===== config.mk =====
export PLATFORM = sky130hd
export DESIGN_NAME = glitch_sweep_ctrl_flat
export DESIGN_NICKNAME = d
export VERILOG_FILES = /design/src/rtl/glitch_sweep_ctrl_if.sv /design/src/rtl/glitch_sweep_ctrl.sv /design/src/flat_wrapper.sv
export SDC_FILE = /design/constraint.sdc
export NUM_CORES = 1
export LEC_CHECK = 0
export BUFFER_PORTS_ARGS = -buffer_cell sky130_fd_sc_hd__buf_2
export CAP_MARGIN = 5
export CORE_ASPECT_RATIO = 1.4
export CORE_MARGIN = 1
export CORE_UTILIZATION = 60
export CTS_CLUSTER_DIAMETER = 120
export DETAILED_ROUTE_END_ITERATION = 16
export GPL_TIMING_DRIVEN = 0
export HOLD_SLACK_MARGIN = 0.02
export PLACE_DENSITY = 0.86
export SETUP_SLACK_MARGIN = 0.3
export SYNTH_ARGS = -nofsm -noshare
export SYNTH_HDL_FRONTEND = slang
export SYNTH_SLANG_ARGS = --single-unit

===== constraint.sdc =====
create_clock -name clk -period 7.53 [get_ports clk]
set_clock_uncertainty 0.2 [all_clocks]
set_input_delay 1.1295 -clock clk [delete_from_list [all_inputs] [get_ports clk]]
set_output_delay 1.1295 -clock clk [all_outputs]
set_load 0.005 [all_outputs]

===== src/rtl/glitch_sweep_ctrl_if.sv =====
// rtl/glitch_sweep_ctrl_if.sv - pulser-side bundle between the sweep controller and the pulser
interface glitch_sweep_ctrl_if #(
    parameter int DELAY_W = 16,
    parameter int WIDTH_W = 8
) ();
    logic               pulser_en_o;
    logic [DELAY_W-1:0] delay_o;
    logic [WIDTH_W-1:0] width_o;
    logic               pulser_ready_i;

    modport master (
        output pulser_en_o,
        output delay_o,
        output width_o,
        input  pulser_ready_i
    );

    modport slave (
        input  pulser_en_o,
        input  delay_o,
        input  width_o,
        output pulser_ready_i
    );
endinterface


===== src/rtl/glitch_sweep_ctrl.sv =====
// rtl/glitch_sweep_ctrl.sv - delay x pulse-width sweep sequencer for the pulser (optional GLITCH_SWEEP_TIMEOUT_EN)
module glitch_sweep_ctrl #(
    parameter int DELAY_W        = 16,
    parameter int WIDTH_W        = 8,
    parameter int TIMEOUT_CYCLES = 65535
) (
    input  logic               clk,
    input  logic               rst_n,
    input  logic               start_i,
    input  logic               abort_i,
    input  logic               trigger_i,
    input  logic [DELAY_W-1:0] delay_start_i,
    input  logic [DELAY_W-1:0] delay_end_i,
    input  logic [DELAY_W-1:0] delay_step_i,
    input  logic [WIDTH_W-1:0] width_start_i,
    input  logic [WIDTH_W-1:0] width_end_i,
    input  logic [WIDTH_W-1:0] width_step_i,
    glitch_sweep_ctrl_if.master pulser,
    output logic               busy_o,
    output logic               done_o,
    output logic [15:0]        attempt_cnt_o,
    output logic               timeout_o
);

    typedef enum logic [2:0] {
        S_IDLE,
        S_ARM,
        S_FIRE,
        S_WAIT_ACK,
        S_WAIT_DONE,
        S_STEP
    } state_t;

    localparam logic [DELAY_W-1:0] DELAY_ONE = {{(DELAY_W-1){1'b0}}, 1'b1};
    localparam logic [WIDTH_W-1:0] WIDTH_ONE = {{(WIDTH_W-1){1'b0}}, 1'b1};

    state_t             state_q, state_d;
    logic               trig_prev_q;
    logic [DELAY_W-1:0] delay_q, delay_d;
    logic [WIDTH_W-1:0] width_q, width_d;
    logic [DELAY_W-1:0] d_start_q, d_start_d, d_end_q, d_end_d, d_step_q, d_step_d;
    logic [WIDTH_W-1:0] w_start_q, w_start_d, w_end_q, w_end_d, w_step_q, w_step_d;
    logic [15:0]        attempt_q, attempt_d;
    logic               done_q, done_d;

    // One extra bit on the sums so the end comparison cannot be fooled by wrap-around.
    logic [WIDTH_W:0]   next_width;
    logic [DELAY_W:0]   next_delay;
    logic               edge_ok;

`ifdef GLITCH_SWEEP_TIMEOUT_EN
    localparam logic [15:0] TO_LAST = 16'(TIMEOUT_CYCLES - 1);
    logic [15:0]        to_cnt_q, to_cnt_d;
    logic               timeout_q, timeout_d;
`endif

    assign edge_ok    = trigger_i & ~trig_prev_q & pulser.pulser_ready_i;
    assign next_width = {1'b0, width_q} + {1'b0, w_step_q};
    assign next_delay = {1'b0, delay_q} + {1'b0, d_step_q};

    always_comb begin
        state_d   = state_q;
        delay_d   = delay_q;
        width_d   = width_q;
        d_start_d = d_start_q;
        d_end_d   = d_end_q;
        d_step_d  = d_step_q;
        w_start_d = w_start_q;
        w_end_d   = w_end_q;
        w_step_d  = w_step_q;
        attempt_d = attempt_q;
        done_d    = 1'b0;
`ifdef GLITCH_SWEEP_TIMEOUT_EN
        to_cnt_d  = to_cnt_q;
        timeout_d = timeout_q;
`endif

        case (state_q)
            S_IDLE: begin
                if (start_i && pulser.pulser_ready_i) begin
                    d_start_d = delay_start_i;
                    d_end_d   = delay_end_i;
                    d_step_d  = (delay_step_i == '0) ? DELAY_ONE : delay_step_i;
                    w_start_d = width_start_i;
                    w_end_d   = width_end_i;
                    w_step_d  = (width_step_i == '0) ? WIDTH_ONE : width_step_i;
                    delay_d   = delay_start_i;
                    width_d   = width_start_i;
                    attempt_d = '0;
`ifdef GLITCH_SWEEP_TIMEOUT_EN
                    timeout_d = 1'b0;
`endif
                    state_d   = S_ARM;
                end
            end
            S_ARM: begin
`ifdef GLITCH_SWEEP_TIMEOUT_EN
                // Timeout outranks a trigger edge landing on the final ARM cycle.
                if (to_cnt_q == TO_LAST) begin
                    timeout_d = 1'b1;
                    state_d   = S_IDLE;
                end else begin
                    to_cnt_d = to_cnt_q + 16'd1;
                    if (edge_ok) begin
                        state_d = S_FIRE;
                    end
                end
`else
                if (edge_ok) begin
                    state_d = S_FIRE;
                end
`endif
            end
            S_FIRE: begin
                if (attempt_q != 16'hFFFF) begin
                    attempt_d = attempt_q + 16'd1;
                end
                state_d = S_WAIT_ACK;
            end
            S_WAIT_ACK: begin
                if (!pulser.pulser_ready_i) begin
                    state_d = S_WAIT_DONE;
                end
            end
            S_WAIT_DONE: begin
                if (pulser.pulser_ready_i) begin
                    state_d = S_STEP;
                end
            end
            S_STEP: begin
                if (next_width <= {1'b0, w_end_q}) begin
                    width_d = next_width[WIDTH_W-1:0];
                    state_d = S_ARM;
                end else if (next_delay <= {1'b0, d_end_q}) begin
                    width_d = w_start_q;
                    delay_d = next_delay[DELAY_W-1:0];
                    state_d = S_ARM;
                end else begin
                    done_d  = 1'b1;
                    state_d = S_IDLE;
                end
            end
            default: begin
                state_d = S_IDLE;
            end
        endcase

        // Abort wins over everything; sweep position and counters are left intact.
        if (state_q != S_IDLE && abort_i) begin
            state_d = S_IDLE;
            done_d  = 1'b0;
            delay_d = delay_q;
            width_d = width_q;
`ifdef GLITCH_SWEEP_TIMEOUT_EN
            timeout_d = timeout_q;
`endif
        end

`ifdef GLITCH_SWEEP_TIMEOUT_EN
        if (state_d == S_ARM && state_q != S_ARM) begin
            to_cnt_d = '0;
        end
`endif
    end

    always_ff @(posedge clk or negedge rst_n) begin
        if (!rst_n) begin
            state_q     <= S_IDLE;
            trig_prev_q <= 1'b0;
            delay_q     <= '0;
            width_q     <= '0;
            d_start_q   <= '0;
            d_end_q     <= '0;
            d_step_q    <= '0;
            w_start_q   <= '0;
            w_end_q     <= '0;
            w_step_q    <= '0;
            attempt_q   <= '0;
            done_q      <= 1'b0;
        end else begin
            state_q     <= state_d;
            trig_prev_q <= trigger_i;
            delay_q     <= delay_d;
            width_q     <= width_d;
            d_start_q   <= d_start_d;
            d_end_q     <= d_end_d;
            d_step_q    <= d_step_d;
            w_start_q   <= w_start_d;
            w_end_q     <= w_end_d;
            w_step_q    <= w_step_d;
            attempt_q   <= attempt_d;
            done_q      <= done_d;
        end
    end

`ifdef GLITCH_SWEEP_TIMEOUT_EN
    always_ff @(posedge clk or negedge rst_n) begin
        if (!rst_n) begin
            to_cnt_q  <= '0;
            timeout_q <= 1'b0;
        end else begin
            to_cnt_q  <= to_cnt_d;
            timeout_q <= timeout_d;
        end
    end

    assign timeout_o = timeout_q;
`else
    assign timeout_o = 1'b0;
`endif

    // Enable is decoded from the state register so reset clears it without a clock.
    assign pulser.pulser_en_o = (state_q == S_FIRE);
    assign pulser.delay_o     = delay_q;
    assign pulser.width_o     = width_q;
    assign busy_o             = (state_q != S_IDLE);
    assign done_o             = done_q;
    assign attempt_cnt_o      = attempt_q;

endmodule

===== src/flat_wrapper.sv =====
// flat-port wrapper written by rule: the top's interface ports become plain ports
module glitch_sweep_ctrl_flat 
#(
    parameter int DELAY_W        = 16,
    parameter int WIDTH_W        = 8,
    parameter int TIMEOUT_CYCLES = 65535
)
  (clk, rst_n, start_i, abort_i, trigger_i, delay_start_i, delay_end_i, delay_step_i, width_start_i, width_end_i, width_step_i, busy_o, done_o, attempt_cnt_o, timeout_o, pulser_pulser_en_o, pulser_delay_o, pulser_width_o, pulser_pulser_ready_i);
  glitch_sweep_ctrl_if #(.DELAY_W(DELAY_W), .WIDTH_W(WIDTH_W)) pulser_i ();
  input  logic clk;
  input  logic rst_n;
  input  logic start_i;
  input  logic abort_i;
  input  logic trigger_i;
  input  logic [DELAY_W-1:0] delay_start_i;
  input  logic [DELAY_W-1:0] delay_end_i;
  input  logic [DELAY_W-1:0] delay_step_i;
  input  logic [WIDTH_W-1:0] width_start_i;
  input  logic [WIDTH_W-1:0] width_end_i;
  input  logic [WIDTH_W-1:0] width_step_i;
  output logic busy_o;
  output logic done_o;
  output logic [15:0] attempt_cnt_o;
  output logic timeout_o;
  output wire logic [$bits(pulser_i.pulser_en_o)-1:0] pulser_pulser_en_o;
  output wire logic [$bits(pulser_i.delay_o)-1:0] pulser_delay_o;
  output wire logic [$bits(pulser_i.width_o)-1:0] pulser_width_o;
  input wire logic [$bits(pulser_i.pulser_ready_i)-1:0] pulser_pulser_ready_i;
  assign pulser_pulser_en_o = pulser_i.pulser_en_o;
  assign pulser_delay_o = pulser_i.delay_o;
  assign pulser_width_o = pulser_i.width_o;
  assign pulser_i.pulser_ready_i = pulser_pulser_ready_i;
  glitch_sweep_ctrl #(.DELAY_W(DELAY_W), .WIDTH_W(WIDTH_W), .TIMEOUT_CYCLES(TIMEOUT_CYCLES)) u_core (.clk(clk), .rst_n(rst_n), .start_i(start_i), .abort_i(abort_i), .trigger_i(trigger_i), .delay_start_i(delay_start_i), .delay_end_i(delay_end_i), .delay_step_i(delay_step_i), .width_start_i(width_start_i), .width_end_i(width_end_i), .width_step_i(width_step_i), .pulser(pulser_i), .busy_o(busy_o), .done_o(done_o), .attempt_cnt_o(attempt_cnt_o), .timeout_o(timeout_o));
endmodule

* Word-level counts from Yosys, hierarchy flattened
Cells that the tools add are included.
Cells by class: reductions and logical operators 13, equality and inequality tests 15, $lt $le $gt $ge 2, bitwise logic cells 4, add/subtract/negate cells 3, mux-type cells 25
Operators by type and width (count):
- two-way mux 16 bit | 6
- case mux 16 bit (2 select lines) | 2
- two-way mux 8 bit | 4
- two-way mux 3 bit | 6
- case mux 3 bit (6 select lines) | 1
- adder 16 x 16 -> 17 bit | 1
- <= comparator 17 x 16 -> 1 bit | 1
- adder 16 x 1 -> 16 bit, second input constant | 1
- logical NOT 16 bit | 1
- != test 16 bit, second input constant | 1
- case mux 8 bit (2 select lines) | 1
- adder 8 x 8 -> 9 bit | 1
- <= comparator 9 x 8 -> 1 bit | 1
- != test 3 x 1 -> 1 bit, second input constant | 3
- logical NOT 8 bit | 1
- AND reduction 4 bit | 2
- equality test 3 x 2 -> 1 bit, second input constant | 2
- equality test 3 bit, second input constant | 2
- != test 2 x 1 -> 1 bit, second input constant | 3
- != test 3 x 2 -> 1 bit, second input constant | 2
- two-way mux 1 bit | 5
- AND reduction 5 bit | 1
- nonzero test 2 bit | 2
- equality test 3 x 1 -> 1 bit, second input constant | 1
- 8 further kinds | 11
Word-level totals: register bits after elaboration 101, output and inout bits 44, word-level logic and storage cells 73, bits of input ports 78

* Longest topological paths before layout
Gate-level depths: netlist (run 1).
depth after elaboration 6, gate-level depth with buffers 17, depth with buffers taken out 16

* Least setup slack after synthesis (run 1)
No wires, ideal clock.
kind register to register, start register u_core.width_q[0] (netlist: u_core.pulser.width_o[0]), end register u_core.delay_q[11] (netlist: u_core.pulser.delay_o[11]), cell stages (with the launch flop) 18, data arrival time 3.697 ns, setup slack 3.509 ns, setup time 0.125 ns, buffers on the path 2, path through dfrtp_1 -> ha_1 -> fa_1 -> a211oi_1 -> o21bai_1 -> a21oi_1 -> xnor2_1 -> inv_1 -> ha_1 -> nand4_1 -> or2_1 -> a221oi_2 -> o211a_1 -> buf_6 -> nor3_2 -> a21oi_4 -> buf_6 -> mux2_2
On the way: cells in the longest elaborated chain, start to end 4
Ends and longest elaborated chain:
- start, declared | RTL line glitch_sweep_ctrl.sv:40 | logic [WIDTH_W-1:0] width_q, width_d;
- start signal, assigned | RTL line glitch_sweep_ctrl.sv:184 | width_q <= width_d;
- adder 8 x 8 -> 9 bit | RTL line glitch_sweep_ctrl.sv:58 | assign next_width = {1'b0, width_q} + {1'b0, w_step_q};
- <= comparator 9 x 8 -> 1 bit | RTL line glitch_sweep_ctrl.sv:131 | if (next_width <= {1'b0, w_end_q}) begin
- != test 2 bit (no line)
- AND reduction 5 bit (no line)
- end signal, assigned | RTL line glitch_sweep_ctrl.sv:183 | delay_q <= delay_d;
- end, declared | RTL line glitch_sweep_ctrl.sv:39 | logic [DELAY_W-1:0] delay_q, delay_d;
No other way between the ends. A chain may end at the register's enable or synchronous reset.

* Final worst setup path (run 1)
start register u_core.delay_q[0] (netlist: u_core.pulser.delay_o[0]), end register u_core.delay_q[11] (netlist: u_core.pulser.delay_o[11])
On the way: cells in the longest elaborated chain, start to end 4, elaborated cells on any way between the ends 7, classes of those cells add/sub: 1; order compare: 1; eq/ne: 1; mux: 3; reduce/logical: 1
Ends and longest elaborated chain:
- adder 16 x 16 -> 17 bit * | RTL line glitch_sweep_ctrl.sv:59 | assign next_delay = {1'b0, delay_q} + {1'b0, d_step_q};
- <= comparator 17 x 16 -> 1 bit or two-way mux 16 bit (tied branches) | RTL line glitch_sweep_ctrl.sv:134 | end else if (next_delay <= {1'b0, d_end_q}) begin
- != test 2 x 1 -> 1 bit (no line) or two-way mux 16 bit (tied branches)
- AND reduction 5 bit (no line) or case mux 16 bit (2 select lines) (tied branches)
Every way passes the cells marked *; elsewhere a longest branch is shown, timed or not. The select of a mux whose other input is x is not followed.

==> run metrics, run 1 <==
worst hold path class reg2reg; setup TNS 0 ps; area delta synth->final 18.8%; Critical R2R Launch u_core.pulser.delay_o[0]; Least-Margin Pin Slew about 660 ps; CTS tree yes; share of post-route cells with drive strength above 1 0.283; async set-reset flop share out of synthesis 1.00; antenna cell count 0; critical path capture point u_core.pulser.delay_o[11]; Post-synth top cells dfrtp_1 (101), nand2_1 (60), mux2_2 (53); WP data arrival 5100 ps; FF-to-FF setup slack 2460 ps; DIE AREA about 11000 um^2; total power 3.83 mW; critical path type reg2reg; Cells after Synth 613; setup ws final approximately 2500 ps; CP Launch Type flop; worst skew pair latency 350 ps; placed inst area 6920 um^2; Peak Freq 197 MHz; vias in the first global route 5336; post-layout net count 873; fillers 742; cell area after synthesis 6130 um^2; post-synthesis sequential area ratio 0.412; WP data required approximately 7600 ps; I/O Pins 122; syn_nets roughly 740; Syn Area/Cell 10.0 um^2; site row count 43; die width ~87 um; Synthesis Warnings 0; core area 9900 um^2; Clock Tree Buf Depth 2; minimum clock period 5070 ps; top-count cell post-synth dfrtp_1; via count 5230; Leakage 3.48 nW; wire per inst between 15 and 20 um; outcome completed; top cells by area, synth dfrtp_1 (41%), ha_1 (10%), mux2_2 (9.7%); area of the multi-input gates 3310 um^2; Iter 0 DRT Violations 351; vias per cell 5.92; maxcap violations 0; Final period util 0.673; WL final 15600 um; top cell type's share of synthesized area 0.412; initial antenna violation count 0; Critical Path Start u_core.pulser.delay_o[0]; pre-CTS worst setup slack ~2600 ps; Pre-antenna DRT Iters 5; Clk Tree Root Cell clkbuf_16; total grt overflow 0; Distinct cells, synth 58; Crit Path Max Fanout 10; H-tree depth 3; Resized cells post-CTS 0; DRC viols 0; #FFs+latches synth 101; fin area 7280 um^2; CTS Buf Count 9; Initial Util 0.619; Post-synth EDFFs 0; Reg2Reg Capture Point u_core.pulser.delay_o[11]; first-pass GRT wire length 25100 um; buffer count from post-CTS setup fixing 0; CTS clk-pin slew, worst paths 70 ps; GRT Total Usage 0.311; FF-to-FF path depth 16; peak supply drop 277 uV; RSZ-0062 raised after global routing no; largest net degree at the start of global routing 55; register area 2530 um^2; Final Wtd Congestion 0.908; post-DP HPWL between 10000 and 15000 um; Slew Limit Fails 0; final setup fails 0; Worst setup EP type flop; PwrDens 526 nW/um^2; final core utilization 0.736; max_slew headroom 0.559; CTS Sinks 101; height of the die 122 um; IO Port Bufs 119; DRT antenna net count 0; ys flop type dfrtp_1; CTS Hold Bufs 0; post-synth top area cell dfrtp_1; Hold Fails Final Rpt 0
==> sequential cells by signal, summed over array words and instances, names as in the netlist <==
register,flops
u_core.attempt_cnt_o,16
u_core.d_end_q,16
u_core.d_step_q,16
u_core.pulser.delay_o,16
u_core.pulser.width_o,8
u_core.w_end_q,8
u_core.w_start_q,8
u_core.w_step_q,8
u_core.state_q,3
u_core.done_o,1
u_core.trig_prev_q,1
==> how the worst min path moves through the flow <==
stage                        startpoint                  end  cells past startpoint
detailed placement  u_core.w_start_q[1]  u_core.w_start_q[1]                      1
finish              u_core.d_step_q[13]  u_core.d_step_q[13]                      1
global route        u_core.d_step_q[15]  u_core.d_step_q[15]                      1
CTS                 u_core.w_start_q[1]  u_core.w_start_q[1]                      1
global placement    u_core.w_start_q[0]  u_core.w_start_q[0]                      1
floorplan           u_core.w_start_q[7]  u_core.w_start_q[7]                      1
==> layout by cell type (no fill, tap or decap), types with 4 or more instances in the layout <==
master / synthesis / layout
mux2_2: 53 / 53
xnor2_1: 23 / 23
o21bai_1: 6 / 6
ha_1: 49 / 49
buf_2: 8 / 126
nand2_1: 60 / 60
o21a_1: 4 / 4
nor4_1: 9 / 9
inv_1: 45 / 45
dfrtp_1: 101 / 101
clkbuf_1: 6 / 7
a21oi_1: 28 / 28
clkbuf_16: 0 / 9
nor3_1: 11 / 11
mux2i_1: 20 / 20
and3_1: 6 / 6
nand3_1: 7 / 7
xor2_1: 6 / 6
or3_1: 6 / 6
o211ai_1: 5 / 5
nand2b_1: 5 / 5
nand4_1: 6 / 6
o21ai_0: 52 / 52
a21o_1: 4 / 4
nor2_1: 36 / 36
==> power by group <==
| part | switching [mW] | total [mW] | internal, mW | leakage (nW) |
|---|---|---|---|---|
| clock | 0.202 | 0.555 | 0.352 | 0.176 |
| combinational | 1.32 | 2.38 | 1.06 | 2.07 |
| sequential | 0.141 | 0.891 | 0.751 | 1.24 |
==> per-layer routing <==
layer | wire, um | share of wire | track usage | up-vias
met5 | 0 | 0 | 0 | -
met4 | 735 | 0.047 | 0.175 | 0
met3 | 772 | 0.049 | 0.0454 | 57
met2 | 8200 | 0.52 | 0.555 | 223
met1 | 5920 | 0.38 | 0.350 | 2512
li1 | - | - | - | 2438
==> stage by stage <==
step                cells  hold slack [ps]
floorplan             613              280
CTS                   884              315
global route          884              339
finish                884              310
detailed placement    868              300
global placement      867              291
==> layout make-up <==
type                            count  share of cell area
Buffer                             22              0.0168
Clock buffer                       13              0.0371
Clock inverter                      3              0.0124
Inverter                           46              0.0237
Multi-Input combinational cell    444               0.454
Sequential cell                   101               0.347
Tap cell                          135              0.0232
Timing Repair Buffer              120              0.0859
==> worst max-delay path, cell delays in order, from the launching register on <==
cell,delay (ps)
dfrtp_1,420
ha_1,280
fa_1,470
a211oi_1,380
o21ai_0,240
a31o_2,290
a21oi_1,170
xnor2_1,120
ha_1,310
nand4_1,160
nor3_1,380
o31a_1,270
o32a_1,230
nor2_1,90
a21oi_4,340
buf_6,250
mux2_2,360
==> logic make-up (layout without fill, tap and decap cells) <==
| kind of cell | after synthesis | after routing | synth area share |
|---|---|---|---|
| AO/OA/AOI/OAI | 131 | 131 | 0.136 |
| XOR/XNOR | 29 | 29 | 0.0414 |
| adder cells (fa/ha/maj) | 51 | 51 | 0.107 |
| buffers and inverters | 68 | 204 | 0.0482 |
| flip-flops | 101 | 101 | 0.412 |
| multiplexers | 76 | 76 | 0.136 |
| other | 1 | 1 | 0.000612 |
| AND/OR/NAND/NOR | 156 | 156 | 0.119 |
(Power assumes the default switching activity.)
==> inputs of run 2 (changes only) <==
--- a/config.mk
+++ b/config.mk
@@ -9,12 +9,12 @@
 export CAP_MARGIN = 5
 export CORE_ASPECT_RATIO = 1.4
 export CORE_MARGIN = 1
-export CORE_UTILIZATION = 60
+export CORE_UTILIZATION = 51
 export CTS_CLUSTER_DIAMETER = 120
 export DETAILED_ROUTE_END_ITERATION = 16
 export GPL_TIMING_DRIVEN = 0
 export HOLD_SLACK_MARGIN = 0.02
-export PLACE_DENSITY = 0.86
+export PLACE_DENSITY = 0.78
 export SETUP_SLACK_MARGIN = 0.3
 export SYNTH_ARGS = -nofsm -noshare
 export SYNTH_HDL_FRONTEND = slang
==> constraint.sdc (replaced) <==
create_clock -name clk -period 4.3 [get_ports clk]
set_clock_uncertainty 0.2 [all_clocks]
set_input_delay 0.645 -clock clk [delete_from_list [all_inputs] [get_ports clk]]
set_output_delay 0.645 -clock clk [all_outputs]
set_load 0.005 [all_outputs]
==> run 2 against run 1 <==
  * Clock-buffer cell count shrank 3
  * Combinational power rose by 100%
  * Clock power is 68% higher
  * Sequential share of layout area fell by 1.5 points
  * Hold slack got worse by 250 ps
  * Register-to-register slack got worse by 2400 ps
  * Via count grew 0.15%
  * Critical path type unchanged
  * Largest power group unchanged
==> run metrics, run 2 (synthesized netlist as in run 1, its figures left out) <==
Reg2Reg Capture Point u_core.pulser.delay_o[6]; CTS Buf Count 9; fillers 946; RSZ-0062 raised after global routing yes; Critical R2R Launch u_core.pulser.delay_o[1]; Clk Tree Root Cell clkbuf_16; critical path's largest stage delay 440 ps; Least-Margin Pin Slew 674 ps; total grt overflow 0; Iter 0 DRT Violations 296; Leakage 3.67 nW; Crit Path Max Fanout 5; slowest CP cell dfrtp_1; H-tree depth 3; share of post-route cells with drive strength above 1 0.329; Initial Util 0.521; maxcap violations 0; initial antenna violation count 0; post-layout net count 892; setup ws final 64.6 ps; Comb pwr share 0.656; WP data required 4330 ps; CTS clk-pin slew, worst paths 70 ps; outcome completed; wire per inst 17.8 um; first-pass GRT wire length ~26000 um; DRC viols 0; vias in the first global route 5495; Hold Fails Final Rpt 0; die width 94.6 um; WL final 16200 um; CP Depth 15; DIE AREA 12500 um^2; vias per cell 5.74; via count ~5200; Sw Ratio 0.424; critical path capture point u_core.pulser.delay_o[6]; minimum clock period 4240 ps; core area 11800 um^2; GRT Total Usage 0.273; CP Launch Type flop; post-DP HPWL 12200 um; CTS tree yes; CTS Sinks 101; FF-to-FF setup slack between 60 and 70 ps; I/O Pins 122; height of the die 132 um; Final period util 0.985; clock share of power 0.129; max_slew headroom 0.550; CP cell instances ha_1 -> a211oi_2 -> o21ai_1 -> a311o_1 -> a21oi_2 -> xnor2_1 -> ha_1 -> nand4_1 -> nor3_2 -> o31a_1 -> o32a_1 -> nor2_2 -> a21oi_4 -> buf_6 -> mux2_2; Peak Freq approximately 240 MHz; FF-to-FF path depth 15; internal power 4.17 mW; WP data arrival roughly 4300 ps; most frequent cells in the layout buf_2 (126), dfrtp_1 (101), nand2_1 (60); NetSw 3.08 mW; worst hold path class in2async; Buf/Inv on CP 1; site row count 47; Final Wtd Congestion a little over 0.9; crit-path leading delay family compound AO/OA/AOI/OAI gates; worst skew pair latency ~350 ps; Worst setup EP type flop; placed inst area 6940 um^2; area delta synth->final 24.4%; pre-CTS worst setup slack -571 ps; Clock Tree Buf Depth 2; Critical Path Start u_core.pulser.delay_o[1]; commonest non-fill, non-tap cell in the layout buf_2; final setup fails 0; fin area 7620 um^2; most used cell, CP ha_1; peak supply drop slightly below 500 uV; Pre-antenna DRT Iters 4; Slew Limit Fails 0; antenna cell count 0; PwrDens 951 nW/um^2; critical path type reg2reg; DRT antenna net count 0; setup TNS 0 ps; IO Port Bufs 119; largest net degree at the start of global routing between 60 and 70; Seq pwr share 0.216
-- run 2: what timing repair did --
item	in CTS	in global routing
buffers inserted	16	3
endpoints found under the setup margin	26	26
gates resized for setup	37	11
pin swaps	15	6
hold buffers	0	0
-- run 2: layout make-up --
class | count | area, um^2 | area share
Buffer | 22 | 131 | 0.0172
Sequential cell | 101 | 2530 | 0.332
Clock buffer | 10 | 239 | 0.0314
Clock inverter | 4 | 97.6 | 0.0128
Multi-Input combinational cell | 444 | 3470 | 0.455
Tap cell | 147 | 184 | 0.0241
Timing Repair Buffer | 139 | 800 | 0.105
Inverter | 46 | 173 | 0.0227
-- run 2: power by group through the flow --
stage               Sequential [mW]  Combinational [mW]  Clock, mW
global placement               1.55                3.89          0
CTS                            1.56                4.53      0.940
detailed placement             1.57                4.06          0
floorplan                      1.51                3.07          0
finish                         1.56                4.75      0.933
global route                   1.61                5.25      0.981
-- run 2: stage by stage --
step	hold slack (ps)	power, mW	util	instances
6_report	63.4	7.25	0.648	913
2_1_floorplan	149	4.58	-	613
3_5_place_dp	303	5.63	0.590	880
3_3_place_gp	291	5.44	0.588	879
4_1_cts	81.8	7.02	0.643	910
5_1_grt	108	7.84	0.648	913
-- run 2: how the worst min path moves through the flow --
stage	startpoint	to	slack, ps	cells past startpoint
after floorplan	rst_n	u_core.attempt_cnt_o[0]	150	0
after global placement	u_core.w_start_q[5]	u_core.w_start_q[5]	290	1
after global routing	rst_n	u_core.d_end_q[10]	110	1
after CTS	rst_n	u_core.d_end_q[11]	80	1
final	rst_n	u_core.pulser.delay_o[11]	60	1
after detailed placement	u_core.w_start_q[0]	u_core.w_start_q[0]	300	1
-- run 2: layer usage --
metal	routed length, um	global-route usage
met1	6120	0.311
met2	8520	0.473
met5	0	0
met4	734	0.149
met3	871	0.0475
